--- config.mk ---
export PLATFORM = sky130hd
export DESIGN_NAME = imm_gen_pipe
export DESIGN_NICKNAME = d
export VERILOG_FILES = /design/src/rtl/imm_gen_pkg.sv /design/src/rtl/imm_decode.sv /design/src/rtl/imm_gen_pipe.sv
export SDC_FILE = /design/constraint.sdc
export NUM_CORES = 1
export LEC_CHECK = 0
export BUFFER_PORTS_ARGS = -buffer_cell sky130_fd_sc_hd__buf_2
export CAP_MARGIN = 25
export CORE_MARGIN = 2
export CORE_UTILIZATION = 30
export DETAILED_ROUTE_END_ITERATION = 10
export HOLD_SLACK_MARGIN = 0.05
export SLEW_MARGIN = 20
export SYNTH_ARGS = -nofsm -noshare
export SYNTH_HDL_FRONTEND = slang
export SYNTH_SLANG_ARGS = --single-unit
--- constraint.sdc ---
create_clock -name clk -period 8 [get_ports clk]
set_input_delay 0.4 -clock clk [delete_from_list [all_inputs] [get_ports clk]]
set_output_delay 0.4 -clock clk [all_outputs]
set_load 0.1 [all_outputs]
--- src/rtl/imm_gen_pkg.sv ---
// Shared definitions for the immediate generator.
// Holds the RV base opcodes the decoder recognises and the 3-bit format code
// reported alongside every decoded immediate.
package imm_gen_pkg;

  localparam logic [6:0] OP_IMM = 7'b0010011;
  localparam logic [6:0] LOAD   = 7'b0000011;
  localparam logic [6:0] JALR   = 7'b1100111;
  localparam logic [6:0] STORE  = 7'b0100011;
  localparam logic [6:0] BRANCH = 7'b1100011;
  localparam logic [6:0] LUI    = 7'b0110111;
  localparam logic [6:0] AUIPC  = 7'b0010111;
  localparam logic [6:0] JAL    = 7'b1101111;
  localparam logic [6:0] OP     = 7'b0110011;

  typedef enum logic [2:0] {
    FMT_R   = 3'd0,
    FMT_I   = 3'd1,
    FMT_S   = 3'd2,
    FMT_B   = 3'd3,
    FMT_U   = 3'd4,
    FMT_J   = 3'd5,
    FMT_ILL = 3'd7
  } fmt_e;

endpackage

--- src/rtl/imm_decode.sv ---
// Combinational RV immediate decoder.
// Ports:
//   instruction : raw 32-bit instruction word
//   immediate   : sign-extended immediate, DATA_WIDTH bits (0 for R and ILL)
//   format      : format code (R=0, I=1, S=2, B=3, U=4, J=5, ILL=7)
//   illegal     : opcode not decodable
module imm_decode
  import imm_gen_pkg::*;
#(
  parameter int DATA_WIDTH = 32
) (
  input  logic [31:0]           instruction,
  output logic [DATA_WIDTH-1:0] immediate,
  output logic [2:0]            format,
  output logic                  illegal
);

  logic signed [31:0] imm32;
  fmt_e               fmt;

  // Every format's sign bit is instruction[31], so building a 32-bit signed
  // value first and widening it gives the right result for RV32 and RV64.
  function automatic logic [DATA_WIDTH-1:0] sext(input logic signed [31:0] v);
    return DATA_WIDTH'(v);
  endfunction

  always_comb begin
    imm32   = '0;
    fmt     = FMT_ILL;
    illegal = 1'b1;
    if (instruction[1:0] == 2'b11) begin
      case (instruction[6:0])
        OP_IMM, LOAD, JALR: begin
          imm32   = {{20{instruction[31]}}, instruction[31:20]};
          fmt     = FMT_I;
          illegal = 1'b0;
        end
        STORE: begin
          imm32   = {{20{instruction[31]}}, instruction[31:25], instruction[11:7]};
          fmt     = FMT_S;
          illegal = 1'b0;
        end
        BRANCH: begin
          imm32   = {{19{instruction[31]}}, instruction[31], instruction[7],
                     instruction[30:25], instruction[11:8], 1'b0};
          fmt     = FMT_B;
          illegal = 1'b0;
        end
        LUI, AUIPC: begin
          imm32   = {instruction[31:12], 12'b0};
          fmt     = FMT_U;
          illegal = 1'b0;
        end
        JAL: begin
          imm32   = {{11{instruction[31]}}, instruction[31], instruction[19:12],
                     instruction[20], instruction[30:21], 1'b0};
          fmt     = FMT_J;
          illegal = 1'b0;
        end
        OP: begin
          imm32   = '0;
          fmt     = FMT_R;
          illegal = 1'b0;
        end
        default: begin
          imm32   = '0;
          fmt     = FMT_ILL;
          illegal = 1'b1;
        end
      endcase
    end
  end

  assign immediate = sext(imm32);
  assign format    = fmt;

endmodule

--- src/rtl/imm_gen_pipe.sv ---
// Registered, handshaked immediate generator for the decode stage.
// One cycle of latency; a main output register plus one skid register keep
// full throughput under downstream backpressure, in strict FIFO order.
// Ports:
//   clk, rst                 : clock, synchronous active-high reset
//   in_valid/in_ready        : upstream handshake, in_instruction is the word
//   out_valid/out_ready      : downstream handshake
//   out_immediate/out_format : decoded immediate and format code
//   out_illegal              : undecodable opcode
//   out_instruction          : instruction aligned with the result
//   cnt_clear/illegal_count  : saturating count of accepted illegal words
module imm_gen_pipe
  import imm_gen_pkg::*;
#(
  parameter int DATA_WIDTH    = 32,
  parameter int ILL_CNT_WIDTH = 16
) (
  input  logic                     clk,
  input  logic                     rst,
  input  logic                     in_valid,
  output logic                     in_ready,
  input  logic [31:0]              in_instruction,
  output logic                     out_valid,
  input  logic                     out_ready,
  output logic [DATA_WIDTH-1:0]    out_immediate,
  output logic [2:0]               out_format,
  output logic                     out_illegal,
  output logic [31:0]              out_instruction,
  input  logic                     cnt_clear,
  output logic [ILL_CNT_WIDTH-1:0] illegal_count
);

  logic [DATA_WIDTH-1:0]    imm_p0;
  logic [2:0]               fmt_p0;
  logic                     ill_p0;

  logic                     vld_p1;
  logic [DATA_WIDTH-1:0]    imm_p1;
  logic [2:0]               fmt_p1;
  logic                     ill_p1;
  logic [31:0]              instr_p1;

  logic                     skid_vld_p1;
  logic [DATA_WIDTH-1:0]    skid_imm_p1;
  logic [2:0]               skid_fmt_p1;
  logic                     skid_ill_p1;
  logic [31:0]              skid_instr_p1;

  logic [ILL_CNT_WIDTH-1:0] cnt;
  logic                     in_xfer;
  logic                     out_xfer;

  // ---- stage p0: combinational decode of the incoming word ----
  imm_decode #(.DATA_WIDTH(DATA_WIDTH)) u_dec (
    .instruction (in_instruction),
    .immediate   (imm_p0),
    .format      (fmt_p0),
    .illegal     (ill_p0)
  );

  assign in_ready = !skid_vld_p1 && !rst;
  assign in_xfer  = in_valid && in_ready;
  assign out_xfer = vld_p1 && out_ready;

  // ---- stage p1: main output register and skid register ----
  // Skid only fills when main is occupied and stalled, so in_ready is low
  // whenever skid is valid; skid-to-main and new-to-main never collide.
  always_ff @(posedge clk) begin
    if (rst) begin
      vld_p1      <= 1'b0;
      skid_vld_p1 <= 1'b0;
      imm_p1      <= '0;
      fmt_p1      <= '0;
      ill_p1      <= 1'b0;
      instr_p1    <= '0;
    end else if (out_xfer) begin
      if (skid_vld_p1) begin
        skid_vld_p1 <= 1'b0;
        imm_p1      <= skid_imm_p1;
        fmt_p1      <= skid_fmt_p1;
        ill_p1      <= skid_ill_p1;
        instr_p1    <= skid_instr_p1;
      end else if (in_xfer) begin
        imm_p1      <= imm_p0;
        fmt_p1      <= fmt_p0;
        ill_p1      <= ill_p0;
        instr_p1    <= in_instruction;
      end else begin
        vld_p1      <= 1'b0;
      end
    end else if (in_xfer) begin
      if (!vld_p1) begin
        vld_p1      <= 1'b1;
        imm_p1      <= imm_p0;
        fmt_p1      <= fmt_p0;
        ill_p1      <= ill_p0;
        instr_p1    <= in_instruction;
      end else begin
        skid_vld_p1 <= 1'b1;
      end
    end
  end

  // Skid payload is only meaningful under skid_vld_p1, so it carries no reset.
  always_ff @(posedge clk) begin
    if (in_xfer && vld_p1 && !out_xfer) begin
      skid_imm_p1   <= imm_p0;
      skid_fmt_p1   <= fmt_p0;
      skid_ill_p1   <= ill_p0;
      skid_instr_p1 <= in_instruction;
    end
  end

  // Clear has priority over a same-cycle illegal acceptance.
  always_ff @(posedge clk) begin
    if (rst || cnt_clear) begin
      cnt <= '0;
    end else if (in_xfer && ill_p0 && (cnt != '1)) begin
      cnt <= cnt + ILL_CNT_WIDTH'(1);
    end
  end

  assign out_valid       = vld_p1;
  assign out_immediate   = imm_p1;
  assign out_format      = fmt_p1;
  assign out_illegal     = ill_p1;
  assign out_instruction = instr_p1;
  assign illegal_count   = cnt;

endmodule

Word level (Yosys, flattened, before mapping)
Index checks and enable logic that the tools add are counted.
- bits in registers: 154
- logic and storage cells: 76
- output and inout port bits: 86
- bits of input ports: 37
- muxes and demuxes: 30
- $add $sub $neg: 1
- eq/ne operators: 14
- reduce and logical (&&, ||, !) cells: 20
- operator list (kind ; number):
    32-bit two-way mux ; 11
    32-bit one-hot mux with 5 select lines ; 1
    7-bit by 6-bit == test with 1-bit output, second input constant ; 3
    7-bit == test, second input constant ; 3
    3-bit two-way mux ; 6
    3-bit one-hot mux with 6 select lines ; 1
    16-bit by 1-bit adder with 16-bit output, second input constant ; 1
    16-bit != test, second input constant ; 1
    7-bit by 5-bit == test with 1-bit output, second input constant ; 2
    1-bit two-way mux ; 11
    9-bit OR reduction ; 1
    7-bit by 2-bit == test with 1-bit output, second input constant ; 1
    1-bit logical AND ; 7
    3-bit AND reduction ; 2
    2-bit != test, second input constant ; 2
    2-bit nonzero test ; 2
    2-bit OR reduction ; 2
    1-bit logical NOT ; 3
    3-bit OR reduction ; 1
    2-bit == test, second input constant ; 1
    2-bit by 1-bit != test with 1-bit output, second input constant ; 1
    2-bit AND reduction ; 1
    1-bit logical OR ; 1

Depth between registers and ports, before layout
Gate-level depths: netlist of run 1.
- word-level depth: 7
- mapped depth: 8
- mapped depth without buffers: 7

Modules after synthesis
Synthesis of run 1 repeated with hierarchy kept, for this count alone.
- cell total of the unflattened synthesis: 571
- area, all modules: 6575.1 µm²
- by module, submodules not included (module ; cells an instance ; instances ; sequential area each (µm²) ; area each (µm²)):
    imm_gen_pipe ; 481 ; 1 ; 3763.6 ; 5947.0
    imm_decode ; 90 ; 1 ; 0.0 ; 628.1

Least setup slack after synthesis of run 1
OpenSTA, ideal clock, no wires.
- path kind: flip-flop to flip-flop
- start point: register vld_p1 (netlist: out_valid)
- end point: register skid_fmt_p1[0] (enable)
- library setup time: 0.593 ns
- cell stages (with the launch flop): 3
- slack: 1.143 ns
- data arrival time: 6.264 ns
- period minus slack after synthesis: 6.857 ns
- cells stage by stage: dfxtp_1 buf_2 nor3b_1
- cells in the longest elaborated chain, start to end: 3
- elaborated cells between the ends (all ways): 4
- those cells by class: reduce/logical (4)
- ends and longest elaborated chain (element ; line ; RTL):
    start, declared ; imm_gen_pipe.sv:37 ; logic vld_p1;
    start signal, assigned ; imm_gen_pipe.sv:70 ; vld_p1 <= 1'b0;
    start signal, assigned ; imm_gen_pipe.sv:89 ; vld_p1 <= 1'b0;
    start signal, assigned ; imm_gen_pipe.sv:93 ; vld_p1 <= 1'b1;
    1-bit logical AND ; imm_gen_pipe.sv:63 ; assign out_xfer = vld_p1 && out_ready;
    1-bit logical NOT ; imm_gen_pipe.sv:106 ; if (in_xfer && vld_p1 && !out_xfer) begin
    1-bit logical AND * ; imm_gen_pipe.sv:106 ;
    end signal, assigned ; imm_gen_pipe.sv:108 ; skid_fmt_p1 <= fmt_p0;
    end, declared ; imm_gen_pipe.sv:45 ; logic [2:0] skid_fmt_p1;
Mark *: on every way between the ends. The rest lies on a longest branch, timed or not.
A chain may end at the register's enable or synchronous reset.

Worst setup path in the final report of run 1
- start point: input port rst
- end point: register imm_p1[28] (netlist: out_immediate[28])
- cells in the longest elaborated chain, start to end: 5
- elaborated cells between the ends (all ways): 6
- those cells by class: reduce/logical (6)
- ends and longest elaborated chain (element ; line ; RTL):
    start, declared ; imm_gen_pipe.sv:19 ; input logic rst,
    1-bit logical NOT ; imm_gen_pipe.sv:61 ; assign in_ready = !skid_vld_p1 && !rst;
    1-bit logical AND ; imm_gen_pipe.sv:61 ;
    1-bit logical AND ; imm_gen_pipe.sv:62 ; assign in_xfer = in_valid && in_ready;
    2-bit nonzero test (no source line) ; -- ;
    3-bit AND reduction (no source line) ; -- ;
    end signal, assigned ; imm_gen_pipe.sv:79 ; imm_p1 <= skid_imm_p1;
    end signal, assigned ; imm_gen_pipe.sv:84 ; imm_p1 <= imm_p0;
    end signal, assigned ; imm_gen_pipe.sv:94 ; imm_p1 <= imm_p0;
    end, declared ; imm_gen_pipe.sv:38 ; logic [DATA_WIDTH-1:0] imm_p1;
Several ways; a longest one is shown, not always the timed one.

==> metrics.md, run 1 <==
| Metric | Value |
|---|---|
| Initial drt markers | `302` |
| R2R setup slack | `4910 ps` |
| Pwr Density | `249 nW/um^2` |
| CP most frequent cell | `buf_4` |
| Root Buffer | `clkbuf_16` |
| Required time of the critical path | `8250 ps` |
| CP max stage delay | `780 ps` |
| Layout cells sized above 1 | `0.254` |
| Ant. Diodes | `0` |
| Cell taking the most area after synthesis | `edfxtp_1` |
| RSZ-0062 raised after global routing | `false` |
| Largest net degree at the start of global routing | `99` |
| F_max | `304 MHz` |
| Residual DRC | `0` |
| Total Routing Usage GR | `0.156` |
| Leakage | `2.96 nW` |
| FFs w/ async S/R, synth | `0` |
| RR Endpoint | `out_immediate[28]` |
| Worst slew pin tran | `969 ps` |
| DIE AREA | `22900 sq um` |
| Worst vdd ir | `139 uV` |
| Fill cell count | `2146` |
| Fin crit share | `0.411` |
| CTS tree | `yes` |
| IO Pins | `123` |
| R2R depth | `6` |
| Sequential fraction of the synthesis area | `0.578` |
| Fin crit period | `3290 ps` |
| FF+latch count, synth | `154` |
| Max FO, Critical Path | `98` |
| Reg-to-reg startpoint | `out_valid` |
| Overall routed net length | `17.6 mm` |
| Main synth FF type | `dfxtp_1` |
| Slowest cell on crit path | `buf_4` |
| First-pass GRT wire length | `27.5 mm` |
| Clock-pin slew on the worst setup and hold paths | `60 ps` |
| Cells after Synth | `639` |
| Post-synth EDFFs | `68` |
| CP Capture Point | `out_immediate[28]` |
| Synth top area share | `0.314` |
| Final Hold Vio Count | `0` |
| Startpoint class of the critical path | `input pin` |
| Grt total ovfl | `0` |
| Count leader, synth | `nand2_1` |
| Vias | `5233` |
| Overall power | `1.98 mW` |
| HPWL after DPL | `11.3 mm` |
| Die H | `151 microns` |
| Starting Density | `0.308` |
| Initial antenna violation count | `0` |
| Worst-Skew Late Latency | `420 ps` |
| Crit path DAT | `3540 ps` |
| P&R area growth vs syn | `21.8%` |
| Final Max Tran Viols | `0` |
| Htree depth | `4` |
| Post-CTS resize count | `0` |
| Fin nets | `783` |
| Post-CTS setup buffers | `0` |
| Status | `finished, final reports clean` |
| CORE AREA | `21200 sq um` |
| Vias per inst | `5.07` |
| Net count after synthesis | `678` |
| Crit end category | `register` |
| Number of CTS-inserted buffers | `17` |
| Hold Slack | `200 ps` |
| Setup Skew | `7.89 ps` |
| Pre-Repair DR Iteration Count | `6` |
| Post-DR wirelength/cell | `17.1 microns` |
| Max cap viols | `0` |
| Crit Path Category | `in2reg` |
| Worst rel slew slack | `0.354` |
| Largest cells by area after synthesis | `edfxtp_1 (31%), dfxtp_1 (26%), nand2_1 (8.2%)` |
| Netlist cell types | `61` |
| Setup violators final | `0` |
| Hold Buf Count CTS | `0` |
| Type of the worst min-delay path | `in2reg` |
| FP Rows | `53` |
| Clock buffer depth | `2` |
| TNS Setup | `0 ps` |
| Crit. Startpoint | `rst` |
| Cell area after synthesis | `6510 sq um` |
| CP Cell Sequence | `buf_2, buf_4, nand2b_4, nand2b_1, ha_1, a221oi_4, buf_4, and3_1, a221oi_1` |
| Port Buf Inserts | `122` |
| Vias in the first global route | `4912` |
| Antenna-violating nets left | `0` |
| Synth Warn # | `0` |
| Syn Area/Cell | `10.2 sq um` |
| Die W | `151 microns` |
| Clk sink count | `154` |
| Post-synth top cells | `nand2_1 (143), dfxtp_1 (86), edfxtp_1 (68), nor2_1 (58), a311oi_1 (32)` |
| GPL Wtd Cong | `0.750` |
[placed cells by master, fill, tap and decap left out, types with 3 or more instances in the layout]
master	synthesis	final
dfxtp_1	86	86
o21ai_0	30	30
or3_1	6	6
nand2_1	143	143
a22o_1	4	4
and4_1	3	3
or4_1	5	5
a311oi_1	32	32
edfxtp_1	68	68
nand2b_1	10	10
nand3_1	7	6
nand4_1	8	8
and3_1	4	4
nor2_1	58	57
a211oi_1	9	9
inv_8	0	3
a221oi_2	10	9
and2_1	8	8
o211ai_1	3	3
o21a_1	3	3
nor4_1	4	4
inv_1	3	3
buf_2	12	123
a221oi_1	10	10
clkinvlp_4	0	3
mux2i_1	4	4
clkbuf_16	0	17
a21oi_1	24	24
inv_6	0	3
buf_4	1	7
nor3_1	5	5
or2_2	5	5
o31ai_1	5	5
[metal layers]
layer | global-route usage | vias up | routed length [microns]
met3 | 0.0419 | 12 | 1090
met2 | 0.252 | 139 | 8260
li1 | - | 2555 | -
met1 | 0.205 | 2527 | 8070
met5 | 0 | - | 0
met4 | 0.0430 | 0 | 176
[state kept, by name, indices dropped and copies added (netlist names)]
| signal | cells |
|---|---|
| skid_fmt_p1 | 3 |
| skid_instr_p1 | 32 |
| illegal_count | 16 |
| skid_ill_p1 | 1 |
| out_instruction | 32 |
| out_format | 3 |
| out_valid | 1 |
| skid_imm_p1 | 32 |
| skid_vld_p1 | 1 |
| out_immediate | 32 |
| out_illegal | 1 |
[critical path, delay by kind of cell]
kind / cells / cell delay [ps]
buffers and inverters: 3 / 1240
AND/OR/NAND/NOR: 3 / 1230
AO/OA/AOI/OAI: 2 / 370
adder cells (fa/ha/maj): 1 / 260
[through the flow]
stage	util	cell area [sq um]	worst slack (ps)	instances
after floorplan	-	6510	1140	639
after global placement	0.347	7350	4310	999
after detailed placement	0.348	7350	4260	1000
after CTS	0.375	7930	4710	1032
after global routing	0.375	7930	4460	1032
final	0.375	7930	4710	1032
[cell type report]
class	count	area [sq um]	area share
Sequential cell	154	3760	0.475
Multi-Input combinational cell	438	2560	0.323
Timing Repair Buffer	130	668	0.0843
Clock buffer	19	443	0.0559
Tap cell	275	344	0.0434
Clock inverter	13	134	0.0169
Inverter	3	11.3	0.00142
[cells by family after synthesis]
kind of cell	after synthesis	synth area share
AOI/OAI and AO/OA	148	0.174
adders and majority gates	2	0.00384
buffers and inverters	47	0.0323
DFF	154	0.578
muxes	6	0.00961
and+or+nand+nor	282	0.203
[worst min-delay path by stage]
stage | startpoint | end | slack (ps) | depth (start not counted)
2_1_floorplan | in_instruction[0] | skid_instr_p1[0] | 500 | 0
3_3_place_gp | out_format[1] | out_format[1] | 440 | 2
3_5_place_dp | out_format[1] | out_format[1] | 430 | 2
4_1_cts | in_instruction[14] | skid_instr_p1[14] | 180 | 1
5_1_grt | in_instruction[14] | skid_instr_p1[14] | 180 | 1
6_report | in_instruction[15] | skid_instr_p1[15] | 200 | 1
[power breakdown]
part	leakage (nW)	total (mW)	internal (mW)	switching (mW)
Sequential	1.28	0.866	0.850	0.0165
Clock	0.274	0.791	0.446	0.345
Combinational	1.40	0.319	0.0568	0.263
No activity file was read; power rests on OpenSTA's default activity.
==> run 2: changes to the inputs <==
==> constraint.sdc (replaced) <==
create_clock -name clk -period 3.39 [get_ports clk]
set_input_delay 0.1695 -clock clk [delete_from_list [all_inputs] [get_ports clk]]
set_output_delay 0.1695 -clock clk [all_outputs]
set_load 0.1 [all_outputs]
==> metrics.md, run 2 (synthesis gave the netlist of run 1 again) <==
| Metric | Value |
|---|---|
| Status | `finished, final reports clean (unchanged)` |
| Vias | `5376 (was 5233)` |
| Crit end category | `register (unchanged)` |
| Worst-Skew Late Latency | `430 ps (was 420 ps)` |
| Fin nets | `816 (was 783)` |
| Htree depth | `4 (unchanged)` |
| Startpoint class of the critical path | `input pin (unchanged)` |
| Residual DRC | `0 (unchanged)` |
| Reg-to-reg startpoint | `skid_vld_p1 (was out_valid)` |
| Die H | `151 microns (unchanged)` |
| Grt total ovfl | `0 (unchanged)` |
| Commonest non-fill, non-tap cell in the layout | `nand2_1 (unchanged)` |
| Max cap viols | `0 (unchanged)` |
| Vias in the first global route | `5079 (was 4912)` |
| Initial antenna violation count | `0 (unchanged)` |
| Hold endpoint | `skid_instr_p1[31] (was skid_instr_p1[15])` |
| Hold Path Cell Cnt | `1 (unchanged)` |
| R2R depth | `7 (was 6)` |
| Ant. Diodes | `0 (unchanged)` |
| CP Cell Sequence | `dlygate4sd3_1, buf_2, nand4bb_1, o22ai_4, nand2_2, and3_1, buf_4, a221oi_2 (was buf_2, buf_4, nand2b_4, nand2b_1, ha_1, a221oi_4, buf_4, and3_1, a221oi_1)` |
| Top delay family on crit path | `buffers and inverters (unchanged)` |
| WP buf/inv | `3 (unchanged)` |
| Worst rel slew slack | `0.343 (was 0.354)` |
| HPWL after DPL | `11.5 mm (was 11.3 mm)` |
| Clk pwr share | `0.400 (about the same)` |
| Overall routed net length | `18.0 mm (was 17.6 mm)` |
| Initial drt markers | `316 (was 302)` |
| CTS tree | `yes (unchanged)` |
| Type of the worst min-delay path | `in2reg (unchanged)` |
| Post-DR wirelength/cell | `16.9 microns (was 17.1 microns)` |
| IO Pins | `123 (unchanged)` |
| CP max stage delay | `540 ps (was 780 ps)` |
| Hold path startpoint | `in_instruction[31] (was in_instruction[15])` |
| RSZ-0062 raised after global routing | `false (unchanged)` |
| CORE AREA | `21200 sq um (unchanged)` |
| DIE AREA | `22900 sq um (unchanged)` |
| Setup Skew | `6.92 ps (was 7.89 ps)` |
| Clock buffer depth | `2 (unchanged)` |
| Crit Path Category | `in2reg (unchanged)` |
| Post-CTS resize count | `0 (unchanged)` |
| F_max | `435 MHz` |
| Net Sw Power | `1.45 mW (was 624 uW)` |
| P_int | `3.27 mW (was 1.35 mW)` |
| Max FO, Critical Path | `12 (was 98)` |
| R2R setup slack | `1130 ps (was 4910 ps)` |
| Worst slew pin tran | `985 ps (was 969 ps)` |
| Setup violators final | `0 (unchanged)` |
| Root Buffer | `clkbuf_16 (unchanged)` |
| Post-CTS setup buffers | `0 (unchanged)` |
| Fin crit period | `2300 ps` |
| Clock-pin slew on the worst setup and hold paths | `60 ps (about the same)` |
| Pre-Repair DR Iteration Count | `4 (was 6)` |
| TNS Setup | `0 ps (unchanged)` |
| Clk sink count | `154 (unchanged)` |
| Layout cells sized above 1 | `0.247 (was 0.254)` |
| Total Routing Usage GR | `0.161 (was 0.156)` |
| Slowest cell on crit path | `dlygate4sd3_1 (was buf_4)` |
| P&R area growth vs syn | `27.5% (was 21.8%)` |
| Final Hold Vio Count | `0 (unchanged)` |
| Util after Layout | `0.392 (was 0.375)` |
| First-pass GRT wire length | `28.3 mm (was 27.5 mm)` |
| Number of CTS-inserted buffers | `17 (unchanged)` |
| Switch share | `0.308 (was 0.316)` |
| Worst vdd ir | `362 uV (was 139 uV)` |
| Comb power frac | `0.167 (was 0.162)` |
| Fin crit share | `0.678` |
| Crit path DAT | `2640 ps (was 3540 ps)` |
| Starting Density | `0.308 (unchanged)` |
| Leakage | `3.11 nW (was 2.96 nW)` |
| Final Max Tran Viols | `0 (unchanged)` |
| FP Rows | `53 (unchanged)` |
| Vias per inst | `5.05 (was 5.07)` |
| Port Buf Inserts | `122 (unchanged)` |
| GPL Wtd Cong | `0.752 (was 0.750)` |
| Largest net degree at the start of global routing | `80 (was 99)` |
| Pwr Density | `569 nW/um^2 (was 249 nW/um^2)` |
| Die W | `151 microns (unchanged)` |
| RR Endpoint | `out_immediate[15] (was out_immediate[28])` |
| Commonest cells after routing, fill and taps aside | `nand2_1 (143), buf_2 (122), dfxtp_1 (85) (was nand2_1 (143), buf_2 (123), dfxtp_1 (86))` |
| Reg power frac | `0.433 (was 0.438)` |
| Antenna-violating nets left | `0 (unchanged)` |
| Required time of the critical path | `3730 ps (was 8250 ps)` |
[run 2: power groups by stage]
stage | Combinational [mW] | Sequential (mW) | Clock (mW)
2_1_floorplan | 0.209 | 2.48 | 0
6_report | 0.789 | 2.05 | 1.89
4_1_cts | 0.793 | 2.05 | 1.94
3_5_place_dp | 0.765 | 2.09 | 0
5_1_grt | 0.833 | 2.05 | 2.00
3_3_place_gp | 0.760 | 2.09 | 0
[run 2: repair_timing]
action,in CTS,in global routing
hold buffers,31,0
endpoints found under the setup margin,0,0
hold endpoints to repair,56,0
[run 2: through the flow]
step	total power [mW]	std cells	hold WS (ps)	setup WS [ps]	area [sq um]
global placement	2.85	1002	389	1190	7400
detailed placement	2.85	1002	387	1120	7400
floorplan	2.68	639	268	259	6520
finish	4.72	1064	65.9	1090	8300
CTS	4.78	1064	53.9	1130	8300
global route	4.89	1064	68.1	888	8300
[run 2: worst max path at each step]
stage                                 start                end  depth (start not counted)
final                     in_instruction[2]  out_immediate[21]                          8
after global routing            skid_vld_p1  out_immediate[19]                          7
after CTS                       skid_vld_p1  out_immediate[15]                          7
after detailed placement        skid_vld_p1  out_immediate[15]                          7
after global placement          skid_vld_p1  out_immediate[23]                          7
after floorplan                   out_valid     skid_fmt_p1[0]                          2
[run 2: layout make-up]
class | instances | area, sq um
Inverter | 3 | 11.3
Timing Repair Buffer | 163 | 1020
Clock buffer | 18 | 439
Clock inverter | 13 | 146
Fill cell | 2078 | 12900
Tap cell | 275 | 344
Multi-Input combinational cell | 438 | 2570
Sequential cell | 154 | 3760
[run 2: per-layer routing]
| metal | global-route usage | share of wire | vias to the layer above |
|---|---|---|---|
| li1 | - | - | 2631 |
| met1 | 0.209 | 0.45 | 2594 |
| met2 | 0.253 | 0.46 | 129 |
| met3 | 0.0563 | 0.076 | 22 |
| met4 | 0.0500 | 0.014 | 0 |
| met5 | 0 | 0 | - |
==> run 3: changes to the inputs <==
--- a/config.mk
+++ b/config.mk
@@ -5,6 +5,7 @@
 export SDC_FILE = /design/constraint.sdc
 export NUM_CORES = 1
 export LEC_CHECK = 0
+export ABC_AREA = 1
 export BUFFER_PORTS_ARGS = -buffer_cell sky130_fd_sc_hd__buf_2
 export CAP_MARGIN = 25
 export CORE_MARGIN = 2
==> constraint.sdc (replaced) <==
create_clock -name clk -period 2.36 [get_ports clk]
set_input_delay 0.118 -clock clk [delete_from_list [all_inputs] [get_ports clk]]
set_output_delay 0.118 -clock clk [all_outputs]
set_load 0.1 [all_outputs]
==> metrics.md, run 3 <==
| Metric | Value |
|---|---|
| Antenna-violating nets left | `0 (unchanged)` |
| FF+latch count, synth | `154 (unchanged)` |
| Vias per inst | `4.84 (was 5.05)` |
| Cells after Synth | `751 (was 639)` |
| CORE AREA | `22000 sq um (was 21200 sq um)` |
| Reg-to-reg startpoint | `skid_vld_p1 (unchanged)` |
| Post-DP Area | `7620 sq um (was 7400 sq um)` |
| Type of the worst min-delay path | `in2reg (unchanged)` |
| Final Hold Vio Count | `0 (unchanged)` |
| Grt total ovfl | `0 (unchanged)` |
| DIE AREA | `23800 sq um (was 22900 sq um)` |
| Final Max Tran Viols | `0 (unchanged)` |
| Hold path startpoint | `out_ready (was in_instruction[31])` |
| Multi-input gate area | `2630 sq um (was 2570 sq um)` |
| Worst vdd ir | `455 uV (was 362 uV)` |
| Switch share | `0.323 (was 0.308)` |
| Post-DR wirelength/cell | `15.6 microns (was 16.9 microns)` |
| Starting Density | `0.308 (about the same)` |
| Register area | `3770 sq um (was 3760 sq um)` |
| Post-CTS setup buffers | `0 (unchanged)` |
| CTS tree | `yes (unchanged)` |
| Layout cells sized above 1 | `0.245 (was 0.247)` |
| Setup violators final | `0 (unchanged)` |
| Max FO, Critical Path | `44 (was 12)` |
| Max cap viols | `0 (unchanged)` |
| Fill cell count | `2220 (was 2078)` |
| HPWL after DPL | `12.0 mm (was 11.5 mm)` |
| P&R area growth vs syn | `26.6% (was 27.5%)` |
| Die W | `154 microns (was 151 microns)` |
| Vias in the first global route | `5482 (was 5079)` |
| RSZ-0062 raised after global routing | `false (unchanged)` |
| Pwr Density | `773 nW/um^2 (was 569 nW/um^2)` |
| Required time of the critical path | `2720 ps (was 3730 ps)` |
| Clk sink count | `154 (unchanged)` |
| Vias | `5735 (was 5376)` |
| Largest cells by area after synthesis | `edfxtp_1 (30%), dfxtp_1 (25%), nand2_1 (11%) (was edfxtp_1 (31%), dfxtp_1 (26%), nand2_1 (8.2%))` |
| Commonest cells after routing, fill and taps aside | `nand2_1 (191), buf_2 (122), dfxtp_1 (83) (was nand2_1 (143), buf_2 (122), dfxtp_1 (85))` |
| Fin nets | `932 (was 816)` |
| Number of CTS-inserted buffers | `17 (unchanged)` |
| Crit end category | `register (unchanged)` |
| Startpoint class of the critical path | `input pin (unchanged)` |
| Syn Area/Cell | `9.02 sq um (was 10.2 sq um)` |
| Main synth FF type | `dfxtp_1 (unchanged)` |
| Pre-Repair DR Iteration Count | `5 (was 4)` |
| Clock buffer depth | `2 (unchanged)` |
| Fin area | `8570 sq um (was 8300 sq um)` |
| TNS Setup | `0 ps (unchanged)` |
| Htree depth | `4 (unchanged)` |
| Initial drt markers | `439 (was 316)` |
| FFs w/ async S/R, synth | `0 (unchanged)` |
| Ant. Diodes | `0 (unchanged)` |
| R2R setup slack | `270 ps (was 1130 ps)` |
| Root Buffer | `clkbuf_16 (unchanged)` |
| Count leader, synth | `nand2_1 (unchanged)` |
| Clock-pin slew on the worst setup and hold paths | `70 ps (was 60 ps)` |
| Net Sw Power | `2.14 mW (was 1.45 mW)` |
| Synth Warn # | `0 (unchanged)` |
| Synth top area share | `0.301 (was 0.314)` |
| First-pass GRT wire length | `30.0 mm (was 28.3 mm)` |
| Fin crit share | `0.902` |
| Net count after synthesis | `790 (was 678)` |
| Worst rel slew slack | `0.488 (was 0.343)` |
| Netlist cell types | `36 (was 61)` |
| Commonest non-fill, non-tap cell in the layout | `nand2_1 (unchanged)` |
| P_int | `4.49 mW (was 3.27 mW)` |
| Total Routing Usage GR | `0.159 (was 0.161)` |
| Worst-Skew Late Latency | `430 ps (about the same)` |
| Status | `finished, final reports clean (unchanged)` |
| Setup Skew | `7.78 ps (was 6.92 ps)` |
| Residual DRC | `0 (unchanged)` |
| Post-synth top cells | `nand2_1 (191), dfxtp_1 (86), a21oi_1 (82), edfxtp_1 (68), o21ai_1 (61) (was nand2_1 (143), dfxtp_1 (86), edfxtp_1 (68), nor2_1 (58), a311oi_1 (32))` |
| Post-synth EDFFs | `68 (unchanged)` |
| Overall routed net length | `18.5 mm (was 18.0 mm)` |
| F_max | `470 MHz` |
| Reg power frac | `0.439 (was 0.433)` |
| Cell taking the most area after synthesis | `edfxtp_1 (unchanged)` |
| Die H | `154 microns (was 151 microns)` |
| Comb power frac | `0.152 (was 0.167)` |
| Cell area after synthesis | `6780 sq um (was 6510 sq um)` |
| Fin crit period | `2130 ps` |
| Crit path DAT | `2490 ps (was 2640 ps)` |
| Crit Path Category | `in2reg (unchanged)` |
| Crit. Startpoint | `rst (was in_instruction[2])` |
| Worst slew pin tran | `767 ps (was 985 ps)` |
| Sequential fraction of the synthesis area | `0.555 (was 0.578)` |
| Largest net degree at the start of global routing | `69 (was 80)` |
| Leakage | `3.67 nW (was 3.11 nW)` |
| IO Pins | `123 (unchanged)` |
| Clk pwr share | `0.409 (was 0.400)` |
| FP Rows | `54 (was 53)` |
| Port Buf Inserts | `122 (unchanged)` |
| Initial antenna violation count | `0 (unchanged)` |
| GPL Wtd Cong | `0.830 (was 0.752)` |
## run 3: changes by cell type in the layout (fill, tap and decap cells not counted), moves of 29 or more
cell	previous run	this run
o21ai_1	0	61
a21oi_1	24	82
nand2_1	143	191
a311oi_1	32	0
a31oi_1	2	33
nor2_1	57	28
## run 3: kinds of logic (layout without fill, tap and decap cells)
logic type / Yosys count / count (layout) / synth area share
xor gates and xnor gates: 6 / 6 / 0.00776
buffers and inverters: 85 / 240 / 0.0578
and+or+nand+nor: 309 / 309 / 0.220
adders and majority gates: 2 / 2 / 0.00369
AOI/OAI and AO/OA: 195 / 195 / 0.155
DFF: 154 / 154 / 0.555
## run 3: final cells by class
type	instances	area share
clock inverters	15	0.0206
multi-input cells	512	0.307
repair buffers	168	0.125
inverters	40	0.0175
well taps	280	0.0409
flip-flops and latches	154	0.440
clock buffers	17	0.0496
## run 3: layer usage
layer | up-vias | GRT usage | share of wire
met5 | - | 0 | 0
met4 | 0 | 0.0441 | 0.011
met3 | 12 | 0.0440 | 0.059
met2 | 157 | 0.253 | 0.47
met1 | 2681 | 0.214 | 0.46
li1 | 2885 | - | -
## run 3: worst paths after layout
path	endpoint	cells past startpoint
worst min-delay path	out_valid	4
worst max-delay path	out_immediate[27]	9
worst min register to register	illegal_count[1]	2
worst max register to register	out_immediate[27]	7
## run 3: power groups by stage
stage	Clock, mW	Sequential, mW	Combinational, mW
2_1_floorplan	0	3.48	0.248
3_3_place_gp	0	2.97	0.963
3_5_place_dp	0	2.97	0.969
4_1_cts	2.77	2.91	1.02
5_1_grt	2.89	2.92	1.07
6_report	2.71	2.91	1.01
## run 3: critical path, cell delays in order
cell,delay (ps)
dlygate4sd3_1,540
buf_2,160
nor3_2,180
buf_4,280
nor2_1,120
nor3_4,290
buf_4,470
o21ai_0,160
a21oi_1,140
## run 3: metrics by stage
| stage | hold WS, ps | power [mW] | instances | setup WS (ps) | util |
|---|---|---|---|---|---|
| global placement | 335 | 3.93 | 1119 | 376 | 0.346 |
| floorplan | 208 | 3.72 | 751 | 23.5 | - |
| finish | 104 | 6.63 | 1186 | 231 | 0.389 |
| CTS | 80.0 | 6.70 | 1186 | 243 | 0.389 |
| detailed placement | 344 | 3.94 | 1119 | 295 | 0.346 |
| global route | 129 | 6.87 | 1186 | 11.1 | 0.389 |
## run 3: what timing repair did
item	4_1_cts	5_1_grt
gates resized for setup	0	0
endpoints found under the hold margin	80	0
endpoints found under the setup margin	0	0
hold buffers	35	0
